===== src/rtl/kmap_response_capture.sv =====
//==============================================================================
// kmap_response_capture: records the 16-entry truth table of a 4-input function
// and reports pass/fail against EXPECTED. Optional macro: KMAP_CONFLICT_DETECT_EN
// Revision: 1.0
//==============================================================================
`default_nettype none

module kmap_response_capture #(
   parameter logic [15:0] EXPECTED = 16'h0000
) (
   input  logic        clk,
   input  logic        rst_n,
   input  logic        start_i,
   input  logic        in_valid_i,
   input  logic        a_i,
   input  logic        b_i,
   input  logic        c_i,
   input  logic        d_i,
   input  logic        f_i,
   output logic [15:0] table_out_o,
   output logic [15:0] seen_o,
   output logic [4:0]  count_o,
   output logic        busy_o,
   output logic        done_o,
   output logic        pass_o,
   output logic        conflict_o
);

   typedef enum logic [1:0] {
      S_IDLE    = 2'd0,
      S_COLLECT = 2'd1,
      S_DONE    = 2'd2
   } state_t;

   state_t      state_q;
   logic [15:0] table_q;
   logic [15:0] seen_q;
   logic [4:0]  count_q;
   logic        busy_q;
   logic        done_q;
   logic        pass_q;
   logic        conflict_q;

   logic [3:0]  idx;
   logic [15:0] table_d;
   logic [15:0] seen_d;
   logic        hit_w;

   assign idx = {a_i, b_i, c_i, d_i};

   always_comb begin
      table_d      = table_q;
      table_d[idx] = f_i;
      seen_d       = seen_q;
      seen_d[idx]  = 1'b1;
   end

`ifdef KMAP_CONFLICT_DETECT_EN
   // A repeat sample disagreeing with the stored value means the function is unstable.
   assign hit_w = seen_q[idx] & (f_i ^ table_q[idx]);
`else
   assign hit_w = 1'b0;
`endif

   always_ff @(posedge clk or negedge rst_n) begin
      if (!rst_n) begin
         state_q    <= S_IDLE;
         table_q    <= '0;
         seen_q     <= '0;
         count_q    <= '0;
         busy_q     <= 1'b0;
         done_q     <= 1'b0;
         pass_q     <= 1'b0;
         conflict_q <= 1'b0;
      end else if (start_i) begin
         state_q    <= S_COLLECT;
         table_q    <= '0;
         seen_q     <= '0;
         count_q    <= '0;
         busy_q     <= 1'b1;
         done_q     <= 1'b0;
         pass_q     <= 1'b0;
         conflict_q <= 1'b0;
      end else if (state_q == S_COLLECT && in_valid_i) begin
         table_q    <= table_d;
         seen_q     <= seen_d;
         conflict_q <= conflict_q | hit_w;
         if (!seen_q[idx]) begin
            count_q <= count_q + 5'd1;
         end
         if (&seen_d) begin
            state_q <= S_DONE;
            busy_q  <= 1'b0;
            done_q  <= 1'b1;
            pass_q  <= (table_d == EXPECTED) && !(conflict_q | hit_w);
         end
      end
   end

   assign table_out_o = table_q;
   assign seen_o      = seen_q;
   assign count_o     = count_q;
   assign busy_o      = busy_q;
   assign done_o      = done_q;
   assign pass_o      = pass_q;
   assign conflict_o  = conflict_q;

endmodule

`default_nettype wire

===== config.mk =====
export PLATFORM = sky130hd
export DESIGN_NAME = kmap_response_capture
export DESIGN_NICKNAME = d
export VERILOG_FILES = /design/src/rtl/kmap_response_capture.sv
export SDC_FILE = /design/constraint.sdc
export NUM_CORES = 1
export LEC_CHECK = 0
export CORE_MARGIN = 3
export CORE_UTILIZATION = 53
export CTS_BUF_LIST = sky130_fd_sc_hd__clkbuf_8
export CTS_CLUSTER_DIAMETER = 30
export DETAILED_ROUTE_END_ITERATION = 8
export PLACE_DENSITY_LB_ADDON = 0.15
export SLEW_MARGIN = 25
export SYNTH_ARGS = -nofsm -noshare
export SYNTH_HDL_FRONTEND = slang
export SYNTH_SLANG_ARGS = --single-unit

===== constraint.sdc =====
create_clock -name clk -period 2.15 [get_ports clk]
set_clock_uncertainty 0.1 [all_clocks]
set_input_delay 0.5375 -clock clk [delete_from_list [all_inputs] [get_ports clk]]
set_output_delay 0.5375 -clock clk [all_outputs]
set_load 0.005 [all_outputs]

* Word-level counts from Yosys, hierarchy flattened *
Index checks and enable logic that the tools add are counted.

storage, ports and cells
  word-level logic and storage cells = 45
  output and inout port bits = 41
  bits in registers = 42
  bits of input ports = 9

operators by class
  equal/unequal tests = 2
  bitwise operators = 1
  mux-type cells = 24
  magnitude comparators = 2
  reductions and logical operators = 8
  $add $sub $neg = 1

operator list
  cell                                                                number
  2-to-1 mux 16 bit                                                   4
  bitwise mux 16 bit                                                  1
  logical NOT 16 bit                                                  1
  bitwise OR 16 bit                                                   1
  AND reduction 16 bit                                                1
  2-to-1 mux 5 bit                                                    3
  2-to-1 mux 1 bit                                                    11
  2-to-1 mux 2 bit                                                    3
  adder 5 x 1 -> 5 bit (second input constant)                        1
  < comparator 4 x 5 -> 1 bit (second input constant)                 1
  binary-select mux 1 bit (select 4 bit)                              1
  demux 1 bit (select 4 bit)                                          1
  greater-or-equal comparator 4 x 1 -> 1 bit (second input constant)  1
  AND reduction 2 bit                                                 2
  nonzero test 2 bit                                                  2
  == test 2 x 1 -> 1 bit (second input constant)                      1
  logical AND 1 bit                                                   2
  != test 2 bit (second input constant)                               1

* Logic depth before layout (Yosys ltp) *
  depth in word-level cells = 9
  mapped depth = 9
  depth with buffers taken out = 5

* Worst setup path before layout *
No wires, ideal clock.

  kind = input-to-reg
  start = input d_i
  end = register count_q[3], in the netlist count_o[3]
  path buffers = 1
  arrival time = 1965 ps
  data required time = 1972 ps
  cell stages on the path = 6
  slack = 7 ps
  setup time = 78 ps
  cell sequence = buf_6 -> mux4_2 -> a22oi_2 -> nand3_2 -> or3_1 -> a21oi_1

between the ends
  word-level cells in the longest chain between the ends = 4

RTL lines
  item                                    RTL line  source
  start: declaration                      18        input logic d_i,
  binary-select mux 1 bit (select 4 bit)  88        if (!seen_q[idx]) begin
  2-to-1 mux 1 bit (not written as such)  88
  != test 2 bit (no source line)          -
  AND reduction 2 bit (no source line)    -
  end signal: assignment                  89        count_q <= count_q + 5'd1;
  end: declaration                        38        logic [4:0] count_q;

Every way passes these cells. The select of a mux whose other input is x is not followed.
A chain may end at the register's enable or synchronous reset.

* Worst setup path after layout *
  start = input d_i
  end = register pass_q, in the netlist pass_o

between the ends
  word-level cells in the longest chain between the ends = 9
  elaborated cells between the ends (all ways) = 14
  classes of those cells = order compare (2); mux (6); bitwise (1); reduce/logical (5)

RTL lines
  item                                                                                                                    RTL line  source
  < comparator 4 x 5 -> 1 bit (not written as such) / greater-or-equal comparator 4 x 1 -> 1 bit (equally long branches)  53, 55
  logical AND 1 bit (not written as such)                                                                                 53, 55
  2-to-1 mux 1 bit (not written as such)                                                                                  53, 55
  demux 1 bit (select 4 bit) *                                                                                            53, 55
  bitwise mux 16 bit                                                                                                      53        table_d[idx] = f_i;
  logical NOT 16 bit                                                                                                      95        pass_q <= (table_d == EXPECTED) && !(conflict_q | hit_w);
  2-to-1 mux 1 bit                                                                                                        91        if (&seen_d) begin
  2-to-1 mux 1 bit                                                                                                        84        end else if (state_q == S_COLLECT && in_valid_i) begin
  2-to-1 mux 1 bit                                                                                                        75        end else if (start_i) begin
  end signal: assignment                                                                                                  95
  end: declaration                                                                                                        41        logic pass_q;

Every way passes the cells marked *; elsewhere a longest branch is shown, timed or not. The select of a mux whose other input is x is not followed.

==> results.md <==
• 0 — number of design rule violations left after detail routing
• 50 — top-level I/O count
• 5.31 mm — placed wire-length estimate after detailed placement
• 0 — count of flip-flops with a built-in enable after synthesis
• 0.30 ns — insertion delay of the later-clocked pin in the worst-skew pair
• 2,564 — number of global-route vias before repair
• 43.1% — sequential group share of total power
• count_o[4]$_DFFE_PN0P_ — endpoint of the worst-slack reg-to-reg timing path
• 5 — count of cells along the worst register-to-register path
• sky130_fd_sc_hd__clkbuf_8 — clk root buf
• 0 — cts-stage hold buffer count
• sky130_fd_sc_hd__or4_1 — highest-delay cell along the critical path
• 30.9% — global-route usage over all layers
• 0 — max cap viols
• sky130_fd_sc_hd__buf_4 — most common cell after layout, fill and taps aside
• 2450 um^2 — area of the mapped netlist
• 6.39 — vias per cell
• sky130_fd_sc_hd__dfrtp_1 — Most used DFF post-synth
• 3250 um^2 — area of placed instances
• 46.1% — Layout Area Growth over Synthesis
• 409 — placed cell count
• 0 — hold violation count in the final report
• pass_o$_DFFE_PN0P_ — Setup crit end
• 509 nW/um^2 — total power density per cell area
• 2.26 ns — Crit path required time
• register — Crit. End Element
• 8 — number of stages on the worst setup path
• 100% — proportion of synthesized flip-flops having asynchronous set or reset
• 74.0 um — Die W
• 2.23 ns — Worst Path Arrival
• 4410 um^2 — Core ar.
• 0.852 — placer's final routability congestion estimate
• primary input — type of origin of the critical path
• 48 — input/output buffers
• 8.57 um^2 — mean area per synthesized cell
• 40.8% — portion of the post-synthesis area used by sequential elements
• 5 — maximum fanout along the worst path
• 0.477 mW — net switching power figure
• sky130_fd_sc_hd__buf_4, sky130_fd_sc_hd__clkdlybuf4s50_1, sky130_fd_sc_hd__dfrtp_1 — most frequent cells in the layout
• 5 — drt first pass iters
• 8.80 mm — final wirelength
• 2.12 ns — min cycle time layout
• built — CTS tree
• 37.8% — share of power burned in the clock network
• 12.8 mm — first-pass GRT wire length
• 19.0% — Comb pwr share
• 56 — number of distinct library cell variants in the gate-level netlist after synthesis
• 25.2% — fraction of final layout cells sized beyond drive strength 1
• 1370 um^2 — Multi-input gate area
• 24 — standard-cell row count
• 26.2% — switching part of the total power
• 40 — pin count of the biggest net entering global routing
• 296 — net count after synthesis
• 40 — flops & latches, synth
• 0.08 ns — Reg clk slew, reported paths
• 0 — number of antenna repair diodes
• primary input to asynchronous set/reset pin — classification of the worst-slack hold path
• 0 — Synth warnings
• finished clean — result of the run
• 343 — number of DRC violations after detailed-routing iteration 0
• 0 — final antenna-violating net count
• 74.0 um — Die Ht
• d_i — Critical Path Start
• 3 — number of buffers and inverters on the critical path
• 1.34 mW — Int Pwr
• 0.50 ns — maximum cell stage delay along the critical path
• 2 — deepest clock path buffer count
• 0 — sum of overflow across all layers after global routing
• 390 — Total Nets Final
• 286 — Post-Synthesis Cells
• sky130_fd_sc_hd__buf_6 — Worst path most repeated cell
• 2 — level count of the clock H-tree
• 3580 um^2 — fin area
• 1.56 nW — Leak Pwr
• 0.21 ns — r2r setup slk
• 0 — number of antenna violations at the first check in global routing
• 40 — number of clock sinks seen by CTS
• 98.7% — final cycle utilization of the critical path
• seen_o[3]$_DFFE_PN0P_ — r2r startpoint
• 5480 um^2 — die footprint
• buf_2 -> buf_6 -> buf_6 -> or3b_4 -> or4_1 -> nand3_1 -> o2111ai_2 -> o31ai_1 — cells traversed along the worst timing path
• 2,767 — overall via count from detail_route
• simple AND/OR/NAND/NOR gates — kind of cell with the highest combined delay on the critical path
• 471 MHz — highest clock frequency the design can meet
• 55.5% — initial standard-cell utilization of the core
• 0 — final-report setup violation count
• 5 — Inserted Clock Buffers
• 0 — pins over their slew limit
• 81.1% — fin util
• 20.3 um — routed len/inst
• primary input to register — Crit Path Class
• 279 — Filler Cell Count
• 433 — Non-Filler Instances
• 0.000376 V — worst vdd ir
• 1000 um^2 — Register Area
## per-stage QoR
step	total power, mW	hold slack, ns	setup TNS (ns)	worst slack, ns
after global routing	1.88	0.0860	-0.195	-0.0454
after detailed placement	1.09	0.397	-10.41	-0.614
after floorplan	0.935	0.142	0	0.00721
final	1.82	0.0695	0	0.0288
after global placement	1.08	0.398	-8.52	-0.579
after CTS	1.79	0.0811	0	0.00111
## worst min path at each step
stage	start	to	slack, ns
after floorplan	rst_n	count_o[0]$_DFFE_PN0P_	0.14
after global placement	rst_n	seen_o[1]$_DFFE_PN0P_	0.40
after detailed placement	rst_n	seen_o[1]$_DFFE_PN0P_	0.40
after global routing	rst_n	seen_o[1]$_DFFE_PN0P_	0.09
final	rst_n	seen_o[1]$_DFFE_PN0P_	0.07
after CTS	rst_n	seen_o[1]$_DFFE_PN0P_	0.08
## timing repair
item	CTS	global route
endpoints found under the setup margin	16	7
buffers inserted	8	4
pin swaps	11	3
resized for setup	24	8
cloned	3	1
## cells by family after synthesis
family / Yosys count / synth area share [%]
xor gates and xnor gates: 2 / 0.715
AOI/OAI and AO/OA: 68 / 17.4
and+or+nand+nor: 132 / 27.5
buffers and inverters: 29 / 5.36
DFF: 40 / 40.8
adders and majority gates: 1 / 0.510
muxes: 13 / 7.55
other: 1 / 0.153
## power by group through the flow
stage	Sequential (mW)	Combinational [mW]	Clock, mW
finish	0.786	0.347	0.689
global route	0.787	0.372	0.719
CTS	0.785	0.323	0.687
detailed placement	0.799	0.290	0
global placement	0.799	0.286	0
floorplan	0.796	0.139	0
## area by class of cell
type / instances / area share [%]
clock buffers: 7 / 2.69
multi-input cells: 217 / 38.2
repair buffers: 113 / 28.2
inverters: 3 / 0.314
well taps: 52 / 1.82
flip-flops and latches: 40 / 28.0
clock inverters: 1 / 0.839
## synthesized netlist by cell type, types with 2 or more instances
cell type,n,area [um^2]
sky130_fd_sc_hd__a211o_1,3,26.3
sky130_fd_sc_hd__a21o_1,3,22.5
sky130_fd_sc_hd__a21oi_1,33,165
sky130_fd_sc_hd__a32oi_1,3,26.3
sky130_fd_sc_hd__and3b_1,2,17.5
sky130_fd_sc_hd__buf_2,9,45.0
sky130_fd_sc_hd__clkbuf_1,15,56.3
sky130_fd_sc_hd__dfrtp_1,40,1000
sky130_fd_sc_hd__inv_1,2,7.51
sky130_fd_sc_hd__mux2_2,4,45.0
sky130_fd_sc_hd__mux2i_1,5,50.1
sky130_fd_sc_hd__mux4_2,4,90.1
sky130_fd_sc_hd__nand2_1,36,135
sky130_fd_sc_hd__nand2b_1,2,12.5
sky130_fd_sc_hd__nand3_1,17,85.1
sky130_fd_sc_hd__nand3b_1,3,22.5
sky130_fd_sc_hd__nand4_1,2,12.5
sky130_fd_sc_hd__nand4b_1,2,17.5
sky130_fd_sc_hd__nor2_1,34,128
sky130_fd_sc_hd__nor2b_1,11,68.8
sky130_fd_sc_hd__nor3_1,3,15.0
sky130_fd_sc_hd__nor3b_1,2,15.0
sky130_fd_sc_hd__nor4_1,2,12.5
sky130_fd_sc_hd__nor4bb_1,3,30.0
sky130_fd_sc_hd__o21ai_0,10,50.1
sky130_fd_sc_hd__o31ai_1,3,22.5
sky130_fd_sc_hd__or3_1,3,18.8
sky130_fd_sc_hd__or4_1,2,15.0
## state kept, by name, summed over array words and instances (netlist names)
| signal | flops |
|---|---|
| seen_o | 16 |
| table_out_o | 16 |
| count_o | 5 |
| done_o | 1 |
| pass_o | 1 |
| state_q | 1 |
## worst register-to-register path, cell delays in order, from the launching register on
cell                      delay, ns
sky130_fd_sc_hd__dfrtp_1       0.45
sky130_fd_sc_hd__mux4_2        0.54
sky130_fd_sc_hd__a21oi_4       0.19
sky130_fd_sc_hd__nand4_1       0.13
sky130_fd_sc_hd__or3_1         0.32
sky130_fd_sc_hd__a21oi_1       0.15
## per-layer routing
layer | GRT usage (%) | up-vias | wire, um | part of all wire [%]
met1 | 42.4 | 1314 | 3400 | 39
met3 | 5.54 | 55 | 817 | 9.3
met5 | 0 | - | 0 | 0
met2 | 48.2 | 189 | 4100 | 47
met4 | 13.3 | 0 | 482 | 5.5
li1 | - | 1209 | - | -
Power figures use the tool's default switching activity.
